===== config.mk =====
export PLATFORM = sky130hd
export DESIGN_NAME = alu_group_sequencer
export DESIGN_NICKNAME = d
export VERILOG_FILES = /design/src/rtl/alu_group_sequencer.sv
export SDC_FILE = /design/constraint.sdc
export NUM_CORES = 1
export LEC_CHECK = 0
export CAP_MARGIN = 15
export CORE_MARGIN = 5
export CORE_UTILIZATION = 45
export CTS_CLUSTER_DIAMETER = 120
export CTS_CLUSTER_SIZE = 30
export DETAILED_ROUTE_END_ITERATION = 7
export PLACE_DENSITY = 0.93
export SLEW_MARGIN = 0
export SYNTH_ARGS = -nofsm -noshare
export SYNTH_HDL_FRONTEND = slang
export SYNTH_SLANG_ARGS = --single-unit

===== constraint.sdc =====
create_clock -name CLK -period 3.05 [get_ports CLK]
set_input_delay 0.305 -clock CLK [delete_from_list [all_inputs] [get_ports CLK]]
set_output_delay 0.305 -clock CLK [all_outputs]
set_load 0.01 [all_outputs]

===== src/rtl/alu_group_sequencer.sv =====
// alu_group_sequencer: clocked sequencer for the 8-bit ALU instruction class
// (register, (HL), immediate and (IX+d)/(IY+d) operand forms). It drives the
// address-select, read-phase, operand/op-select, result and flag strobes,
// plus a busy/error handshake.
//
// state | meaning
// IDLE  | waiting for Start; Busy low, XPT held at 0
// DISP  | reading the index displacement byte at PC
// MEM   | reading the operand byte at HL, IX, IY or PC
// EXEC  | one-cycle ALU strobe cycle
// DONE  | one-cycle P2_Set_CM1 pulse, then back to IDLE
module alu_group_sequencer #(
  parameter int XPT_WIDTH    = 5,
  parameter int ENABLE_IMM   = 1,
  parameter int ENABLE_INDEX = 1,
  parameter int WAIT_LIMIT   = 0
) (
  input  logic                 CLK,
  input  logic                 RESET,
  input  logic                 Start,
  input  logic [7:0]           Opcode,
  input  logic [1:0]           Prefix,
  input  logic                 Abort,
  input  logic                 MemReady,
  input  logic [7:0]           MemData,
  output logic                 Busy,
  output logic                 Error,
  output logic [XPT_WIDTH-1:0] XPT,
  output logic [7:0]           Disp,
  output logic                 PI_SelectAd_PC,
  output logic                 PI_SelectAd_HL,
  output logic                 PI_SelectAd_IX,
  output logic                 PI_SelectAd_IY,
  output logic                 PC_RA0,
  output logic                 PC_RA1,
  output logic                 PC_RA2,
  output logic                 PA_Select_B_low,
  output logic                 PA_Select_C_low,
  output logic                 PA_Select_D_low,
  output logic                 PA_Select_E_low,
  output logic                 PA_Select_H_low,
  output logic                 PA_Select_L_low,
  output logic                 PA_Select_A_low,
  output logic                 PA_Select_Mem_low,
  output logic                 PA_Select_A_high,
  output logic                 PA_ADD,
  output logic                 PA_ADC,
  output logic                 PA_SUB,
  output logic                 PA_SBC,
  output logic                 PA_AND,
  output logic                 PA_XOR,
  output logic                 PA_OR,
  output logic                 PA_CP,
  output logic                 PR_InvertIn,
  output logic                 PR_Write_A,
  output logic                 PF_Write_S,
  output logic                 PF_Write_Z,
  output logic                 PF_Write_H,
  output logic                 PF_Write_PV,
  output logic                 PF_Write_N,
  output logic                 PF_Write_C,
  output logic                 P2_Set_CM1
);

  localparam int WW = (WAIT_LIMIT < 2) ? 1 : $clog2(WAIT_LIMIT + 1);
  localparam logic [XPT_WIDTH-1:0] XPT_MAX = '1;

  typedef enum logic [2:0] {
    S_IDLE = 3'd0,
    S_DISP = 3'd1,
    S_MEM  = 3'd2,
    S_EXEC = 3'd3,
    S_DONE = 3'd4
  } state_t;

  state_t               state_q, state_d;
  logic [7:0]           opc_q, opc_d;
  logic [1:0]           pfx_q, pfx_d;
  logic [7:0]           disp_q, disp_d;
  logic [XPT_WIDTH-1:0] xpt_q, xpt_d;
  logic [WW-1:0]        wcnt_q, wcnt_d;
  logic                 first_q, first_d;
  logic                 err_q, err_d;

  logic       in_read, ra_wait, ra_cap, timeout, legal, rd_enter;
  logic [1:0] pfx_eff;

  // Read-phase qualifiers: first cycle of a read is RA0, later cycles follow MemReady.
  assign in_read = (state_q == S_DISP) || (state_q == S_MEM);
  assign ra_wait = in_read && !first_q && !MemReady;
  assign ra_cap  = in_read && !first_q && MemReady;
  // The wait down-counter is loaded with WAIT_LIMIT; its last RA1 cycle is terminal.
  assign timeout = (WAIT_LIMIT != 0) && ra_wait && (wcnt_q == WW'(1));
  assign pfx_eff = (ENABLE_INDEX != 0) ? Prefix : 2'b00;
  assign legal   = (Opcode[7:6] == 2'b10) ||
                   ((ENABLE_IMM != 0) && (Opcode[7:6] == 2'b11) && (Opcode[2:0] == 3'b110));

  // Next-state, latches, wait counter and step counter.
  always_comb begin
    state_d = state_q;
    opc_d   = opc_q;
    pfx_d   = pfx_q;
    disp_d  = disp_q;
    err_d   = 1'b0;
    unique case (state_q)
      S_IDLE: begin
        if (Start) begin
          if (legal) begin
            opc_d = Opcode;
            pfx_d = pfx_eff;
            if (Opcode[2:0] != 3'b110)                    state_d = S_EXEC;
            else if (Opcode[7:6] == 2'b11)                state_d = S_MEM;
            else if (pfx_eff == 2'b01 || pfx_eff == 2'b10) state_d = S_DISP;
            else                                          state_d = S_MEM;
          end else begin
            err_d = 1'b1;
          end
        end
      end
      S_DISP: begin
        if (timeout) begin
          state_d = S_IDLE;
          err_d   = 1'b1;
        end else if (ra_cap) begin
          disp_d  = MemData;
          state_d = S_MEM;
        end
      end
      S_MEM: begin
        if (timeout) begin
          state_d = S_IDLE;
          err_d   = 1'b1;
        end else if (ra_cap) begin
          state_d = S_EXEC;
        end
      end
      S_EXEC:  state_d = S_DONE;
      S_DONE:  state_d = S_IDLE;
      default: state_d = S_IDLE;
    endcase

    // Abort wins over capture and timeout: no Error, no displacement update.
    if (Abort && (state_q != S_IDLE)) begin
      state_d = S_IDLE;
      err_d   = 1'b0;
      disp_d  = disp_q;
    end

    rd_enter = (state_d != state_q) && ((state_d == S_DISP) || (state_d == S_MEM));
    first_d  = rd_enter;
    if (rd_enter)
      wcnt_d = WW'(WAIT_LIMIT);
    else if (ra_wait && (wcnt_q != '0))
      wcnt_d = wcnt_q - 1'b1;
    else
      wcnt_d = wcnt_q;

    if (state_d == S_IDLE)
      xpt_d = '0;
    else if (xpt_q != XPT_MAX)
      xpt_d = xpt_q + 1'b1;
    else
      xpt_d = xpt_q;
  end

  // State and latch registers.
  always_ff @(posedge CLK or posedge RESET) begin
    if (RESET) begin
      state_q <= S_IDLE;
      opc_q   <= '0;
      pfx_q   <= '0;
      disp_q  <= '0;
      xpt_q   <= '0;
      wcnt_q  <= '0;
      first_q <= 1'b0;
      err_q   <= 1'b0;
    end else begin
      state_q <= state_d;
      opc_q   <= opc_d;
      pfx_q   <= pfx_d;
      disp_q  <= disp_d;
      xpt_q   <= xpt_d;
      wcnt_q  <= wcnt_d;
      first_q <= first_d;
      err_q   <= err_d;
    end
  end

  assign Busy  = (state_q != S_IDLE);
  assign Error = err_q;
  assign XPT   = xpt_q;
  assign Disp  = disp_q;

  // Strobe decode from registered state and the latched opcode/prefix.
  always_comb begin
    PI_SelectAd_PC    = 1'b0;
    PI_SelectAd_HL    = 1'b0;
    PI_SelectAd_IX    = 1'b0;
    PI_SelectAd_IY    = 1'b0;
    PA_Select_B_low   = 1'b0;
    PA_Select_C_low   = 1'b0;
    PA_Select_D_low   = 1'b0;
    PA_Select_E_low   = 1'b0;
    PA_Select_H_low   = 1'b0;
    PA_Select_L_low   = 1'b0;
    PA_Select_A_low   = 1'b0;
    PA_Select_Mem_low = 1'b0;
    PA_Select_A_high  = 1'b0;
    PA_ADD            = 1'b0;
    PA_ADC            = 1'b0;
    PA_SUB            = 1'b0;
    PA_SBC            = 1'b0;
    PA_AND            = 1'b0;
    PA_XOR            = 1'b0;
    PA_OR             = 1'b0;
    PA_CP             = 1'b0;
    PR_InvertIn       = 1'b0;
    PR_Write_A        = 1'b0;
    PF_Write_S        = 1'b0;
    PF_Write_Z        = 1'b0;
    PF_Write_H        = 1'b0;
    PF_Write_PV       = 1'b0;
    PF_Write_N        = 1'b0;
    PF_Write_C        = 1'b0;
    P2_Set_CM1        = 1'b0;
    PC_RA0            = in_read && first_q;
    PC_RA1            = ra_wait;
    PC_RA2            = ra_cap;
    unique case (state_q)
      S_DISP: PI_SelectAd_PC = 1'b1;
      S_MEM: begin
        if (opc_q[7:6] == 2'b11)  PI_SelectAd_PC = 1'b1;
        else if (pfx_q == 2'b01)  PI_SelectAd_IX = 1'b1;
        else if (pfx_q == 2'b10)  PI_SelectAd_IY = 1'b1;
        else                      PI_SelectAd_HL = 1'b1;
      end
      S_EXEC: begin
        PA_Select_A_high = 1'b1;
        PF_Write_S       = 1'b1;
        PF_Write_Z       = 1'b1;
        PF_Write_H       = 1'b1;
        PF_Write_PV      = 1'b1;
        PF_Write_N       = 1'b1;
        PF_Write_C       = 1'b1;
        case (opc_q[2:0])
          3'd0: PA_Select_B_low   = 1'b1;
          3'd1: PA_Select_C_low   = 1'b1;
          3'd2: PA_Select_D_low   = 1'b1;
          3'd3: PA_Select_E_low   = 1'b1;
          3'd4: PA_Select_H_low   = 1'b1;
          3'd5: PA_Select_L_low   = 1'b1;
          3'd6: PA_Select_Mem_low = 1'b1;
          3'd7: PA_Select_A_low   = 1'b1;
        endcase
        case (opc_q[5:3])
          3'd0: PA_ADD = 1'b1;
          3'd1: PA_ADC = 1'b1;
          3'd2: PA_SUB = 1'b1;
          3'd3: PA_SBC = 1'b1;
          3'd4: PA_AND = 1'b1;
          3'd5: PA_XOR = 1'b1;
          3'd6: PA_OR  = 1'b1;
          3'd7: PA_CP  = 1'b1;
        endcase
        PR_InvertIn = (opc_q[5:3] == 3'd2) || (opc_q[5:3] == 3'd3) || (opc_q[5:3] == 3'd7);
        PR_Write_A  = (opc_q[5:3] != 3'd7);
      end
      S_DONE:  P2_Set_CM1 = 1'b1;
      default: ;
    endcase
  end

endmodule


# Yosys cells after proc, flatten, opt, wreduce, memory -nomap -nowiden
# Cells that the tools add are included.
# classes
n_addsub	1
n_eq_ne	32
mux	64
bitwise_logic	1
reduce_logical	23
# ops
operator	count
$mux 1	52
$eq 3x3->1 const B	10
$eq 3x2->1 const B	7
$mux 3	5
$eq 3x1->1 const B	4
$logic_not 3->1	4
$pmux 3 s4	1
$eq 2x2->1 const B	5
$mux 5	2
$logic_and 1x1->1	7
$logic_or 1x1->1	6
$mux 2	3
$ne 3x3->1 const B	2
$reduce_and 3->1	2
$add 5x1->5 const B	1
$ne 5x5->1 const B	1
$eq 2x1->1 const B	2
$ne 3x3->1	1
$reduce_bool 3->1	1
$logic_not 1->1	2
$pmux 1 s2	1
$reduce_bool 2->1	1
$not 1->1	1
# totals
register_bits	28
in_bits	23
out_inout_bits	48
wordCells	128

# Logic depth before layout (Yosys ltp)
# Gate-level depths: netlist of the first run.
# depth
word_depth	12
mapped_depth	6
depth_no_buf	6

# Least setup slack after synthesis of the first run
# Ideal clock, no wire load.
# synth_path
path_type	flip-flop to flip-flop
startpoint	reg state_q[0]
endpoint	reg first_q
setup_ns	0.079
arrival_time_ns	1.901
required_time_ns	2.971
path_slack_ns	1.070
path_stages_with_launch	7
path_buffers	1
synth_period_minus_slack_ns	1.980
path_cell_list	dfrtp_1 > buf_6 > or4b_4 > a211oi_4 > a2bb2oi_1 > a2111o_1 > mux2i_1
# synth_via
elab_chain_len	10
word_cells_on_any_way	20
cone_classes	eq/ne (6); mux (6); reduce/logical (8)
# synth_lines
element	line_no	text
start, declared	76	state_t state_q, state_d;
start signal, assigned	178	state_q <= state_d;
$eq 3x1->1 / $eq 3x2->1 (equally long branches)	89, 105	
$logic_or 1x1->1	89	assign in_read = (state_q == S_DISP) || (state_q == S_MEM);
$logic_and 1x1->1 (2 in series)	91	assign ra_cap = in_read && !first_q && MemReady;
$mux 3 (on tied branches)	133, 124	
$pmux 3 s4	105	unique case (state_q)
$mux 3	143	if (Abort && (state_q != S_IDLE)) begin
$eq 3x1->1 / $eq 3x2->1 (equally long branches)	149	rd_enter = (state_d != state_q) && ((state_d == S_DISP) || (state_d == S_MEM));
$logic_or 1x1->1	149	
$logic_and 1x1->1 (*)	149	
net first_d	82	logic first_q, first_d;
end signal, assigned	184	first_q <= first_d;
end, declared	82	
# Mark *: on every way through the listed nets, which the timed path passes. The rest lies on a longest branch.
# A chain may end at the register's enable or synchronous reset.

# Final worst setup path of the first run
# layout_path
startpoint	reg state_q[0]
endpoint	out PA_Select_C_low
# layout_via
elab_chain_len	2
# layout_lines
element	line_no	text
$eq 3x2->1	229	unique case (state_q)
$mux 1	229	
end, declared	38	output logic PA_Select_C_low,
# Every way passes these cells.

==> results of run 1 <==
per-layer routing:
metal  share of wire  vias up  global-route usage
li1                -      664                   -
met5               0        -                   0
met4          0.0027        0              0.0195
met1            0.42      611               0.197
met3           0.081        2              0.0438
met2            0.49       54               0.280
synth_stat cells, types with 2 or more instances:
master    number  area share
clkbuf_1       4      0.0096
nor4_1         2      0.0080
nor2_1        19       0.046
nand2b_1       5       0.020
dfrtp_1       28        0.45
nand2_1       13       0.031
buf_4          6       0.029
a31oi_1        3       0.012
ha_1           4       0.032
and3_1         2      0.0080
mux2_2        15        0.11
a21oi_1        2      0.0064
nand3b_1       2      0.0096
o21ai_0        2      0.0064
or2_2          2      0.0080
nor3_1        10       0.032
xor2_1         3       0.017
nor2b_1        5       0.020
inv_1          6       0.014
and2_1         4       0.016
mux2i_1        4       0.026
worst register-to-register path: cells and delay by family (launching register included):
family          cells  cell delay (ns)
simple gates        1             0.62
mux                 1             0.22
flops               1             0.54
compound gates      3             0.89
layout by cell type, fill, tap and decap left out, types with 3 or more instances in the layout:
| cell type | netlist | final |
|---|---|---|
| clkbuf_4 | 0 | 3 |
| nand2b_1 | 5 | 5 |
| nor3_1 | 10 | 10 |
| ha_1 | 4 | 4 |
| mux2_2 | 15 | 15 |
| nand2_1 | 13 | 13 |
| nor2_1 | 19 | 19 |
| xor2_1 | 3 | 3 |
| a31oi_1 | 3 | 3 |
| nor2b_1 | 5 | 5 |
| inv_1 | 6 | 6 |
| dfrtp_1 | 28 | 28 |
| and2_1 | 4 | 4 |
| mux2i_1 | 4 | 4 |
| clkdlybuf4s50_1 | 0 | 70 |
power by group through the flow:
stage          Combinational, mW  Clock [mW]  Sequential (mW)
2_1_floorplan              0.434           0            0.648
3_3_place_gp               0.735           0            0.663
3_5_place_dp               0.756           0            0.672
4_1_cts                    0.758       0.184            0.664
5_1_grt                    0.820       0.199            0.693
6_report                   0.748       0.174            0.665
cell families (layout without fill, tap and decap cells):
family	after synthesis	count (layout)	synth area share
simple gates	69	69	0.224
flops	28	28	0.448
mux	19	19	0.133
buf+inv	18	82	0.0631
compound gates	15	15	0.0775
fa+ha+maj	4	4	0.0320
xor+xnor	4	4	0.0224
state kept, by name, summed over array words and instances (netlist names):
register,cells
state_q,3
first_q,1
Error,1
opc_q,8
XPT,5
pfx_q,2
Disp,8
final timing paths:
check,to,slack (ns)
max in group asynchronous,state_q[0],2.03
setup / recovery,PA_Select_C_low,0.24
setup reg to reg,first_q,0.72
hold / removal,XPT[2],0.41
min in group CLK,opc_q[7],0.52
hold reg to reg,opc_q[7],0.52
area by class of cell:
| type | count | area (sq um) | area share |
|---|---|---|---|
| multi-input cells | 111 | 766 | 0.333 |
| repair buffers | 72 | 716 | 0.311 |
| flip-flops and latches | 28 | 701 | 0.305 |
| well taps | 46 | 57.6 | 0.0250 |
| clock buffers | 4 | 36.3 | 0.0158 |
| inverters | 6 | 22.5 | 0.00980 |
==> flow_metrics.py, run 1 <==
metrics = {
    "layout": {
        "count_of_inserted_antenna_diode_cells": 0,
        "layout.cell_area.non_filler_sq_um": 2300,
        "finalCoreUtilization": 0.683,
        "layout-drive-gt1-share": 0.118,
        "finalNetCount": 249,
        "layout.cells.non_filler": 267,
        "fill_cells": 274,
        "flow.area_growth_from_synthesis_pct": 46.8,
    },
    "timing": {
        "finalWorstPathRequiredPeriod_ns": 2.81,
        "fin_setup_tns_ns": 0,
        "timing.fmax_mhz": 356,
        "timing_hold_violations_final": 0,
        "worstMarginPinSlew_ns": 0.775,
        "finalClockSkew_ns": 0.00613,
        "rsz_0062_raised_after_global_routing": "false",
        "final_max_slew_viol_count": 0,
        "whs_ns": 0.413,
        "post-route-worst-setup-slack_ns": 0.237,
        "min_period_over_period": 0.922,
        "setup_viol": 0,
        "max_slew_margin": 0.483,
    },
    "setup_path": {
        "reg2reg_from": "state_q[2]",
        "critical_path_depth_in_cells": 6,
        "crit_path_start_kind": "register",
        "crit_chain": "nor2b_1, nand2_1, inv_1, nand2_1, nor3_1, clkdlybuf4s50_1",
        "crit_path_max_fanout": 11,
        "timing.critical_path.required_ns": 2.74,
        "cell_with_the_largest_stage_delay_on_the_worst_path": "clkdlybuf4s50_1",
        "rr_worst_depth": 5,
        "cp_top_family": "buffers and inverters",
        "crit_start": "state_q[0]",
        "timing.critical_path.arrival_ns": 2.51,
        "critical_path_buf_inv_count": 2,
        "endpoint_kind": "output port",
        "worst-setup-path-type": "reg -> out",
        "cp_slowest_stage_delay_ns": 0.56,
        "worst_path_most_repeated_cell": "nand2_1",
    },
    "route": {
        "routed_via_count": 1331,
        "routed_wirelength_microns": 3690,
        "via_per_inst": 4.99,
        "wire_per_inst_microns": 13.8,
        "dr.first_iter.drc_count": 42,
        "post-route-drc-count": 0,
        "dr.pass1.iters": 4,
        "number_of_nets_with_antenna_violations_after_routing": 0,
    },
    "placed_design": {
        "dp.final_hpwl_microns": 3000,
        "globalplace.congestion": 0.892,
        "placedCellCount": 263,
        "placement.cell_area_sq_um": 2260,
        "pre_cts_ws_ns": 0.591,
        "buffer_ports.inserted": 70,
    },
    "floorplan": {
        "start_util": 0.465,
        "row_count": 21,
        "fp.dieW_microns": 69.0,
        "design.core.area_sq_um": 3360,
        "die-area_sq_um": 4760,
        "boundaryPins": 71,
        "die_height_microns": 69.0,
    },
    "grt": {
        "overflow_left_after_global_routing": 0,
        "antenna_found_initial": 0,
        "grt.total_usage": 0.158,
        "first_global_vias": 1307,
        "grt_max_degree": 22,
        "grt_first_pass_wirelength_microns": 5800,
    },
    "worst_hold_path": {
        "min-delay-path-class": "in -> async",
    },
    "power_and_ir_drop": {
        "irDropWorstVdd_mv": 0.330,
        "power_switching_mw": 0.564,
        "power_frac_comb": 0.471,
        "p_leak_nw": 0.958,
        "p_per_area_nw_per_um2": 690,
        "p_total_mw": 1.59,
        "p_clk_frac": 0.110,
        "sw_frac_of_total": 0.356,
        "p_seq_frac": 0.419,
        "design_internal_power_mw": 1.02,
    },
    "clocking": {
        "cts_post_setup_buffers_inserted": 0,
        "root_buffer": "clkbuf_4",
        "clock_latency_ns": 0.31,
        "clock_path_buffers": 2,
        "cts_tree": "done",
        "cts_hold_repair.buffers": 0,
        "cts-buffers-inserted": 3,
        "clkSlewWorstSetupHoldPaths_ns": 0.14,
        "h-tree-depth": 1,
        "clkSinkCount": 28,
        "cts-resized-gates": 0,
    },
    "synthesis": {
        "synth_nets": 184,
        "synthesis.instances": 157,
        "synth-seq-area-share": 0.448,
        "total_of_flip_flops_plus_latches_after_synthesis": 28,
        "dominantRegCellSynth": "dfrtp_1",
        "synth_cell_types": 37,
        "edff_count_synth": 0,
        "postSynth.asyncResetShare": 1.00,
        "syn_std_cell_area_sq_um": 1570,
        "avgSynthCellArea_sq_um": 9.97,
        "yosysWarnings": 0,
    },
    "flow_run": {
        "maxCapViolCount": 0,
    },
    "outcome": {
        "outcome": "completed",
    },
}
(Power assumes the default switching activity.)
==> run 2: changes to the inputs <==
--- a/config.mk
+++ b/config.mk
@@ -9,7 +9,6 @@
 export CORE_MARGIN = 5
 export CORE_UTILIZATION = 45
 export CTS_CLUSTER_DIAMETER = 120
-export CTS_CLUSTER_SIZE = 30
 export DETAILED_ROUTE_END_ITERATION = 7
 export PLACE_DENSITY = 0.93
 export SLEW_MARGIN = 0
==> results of run 2 <==
No change in the layout: final DEF, timing and power equal those of run 1.
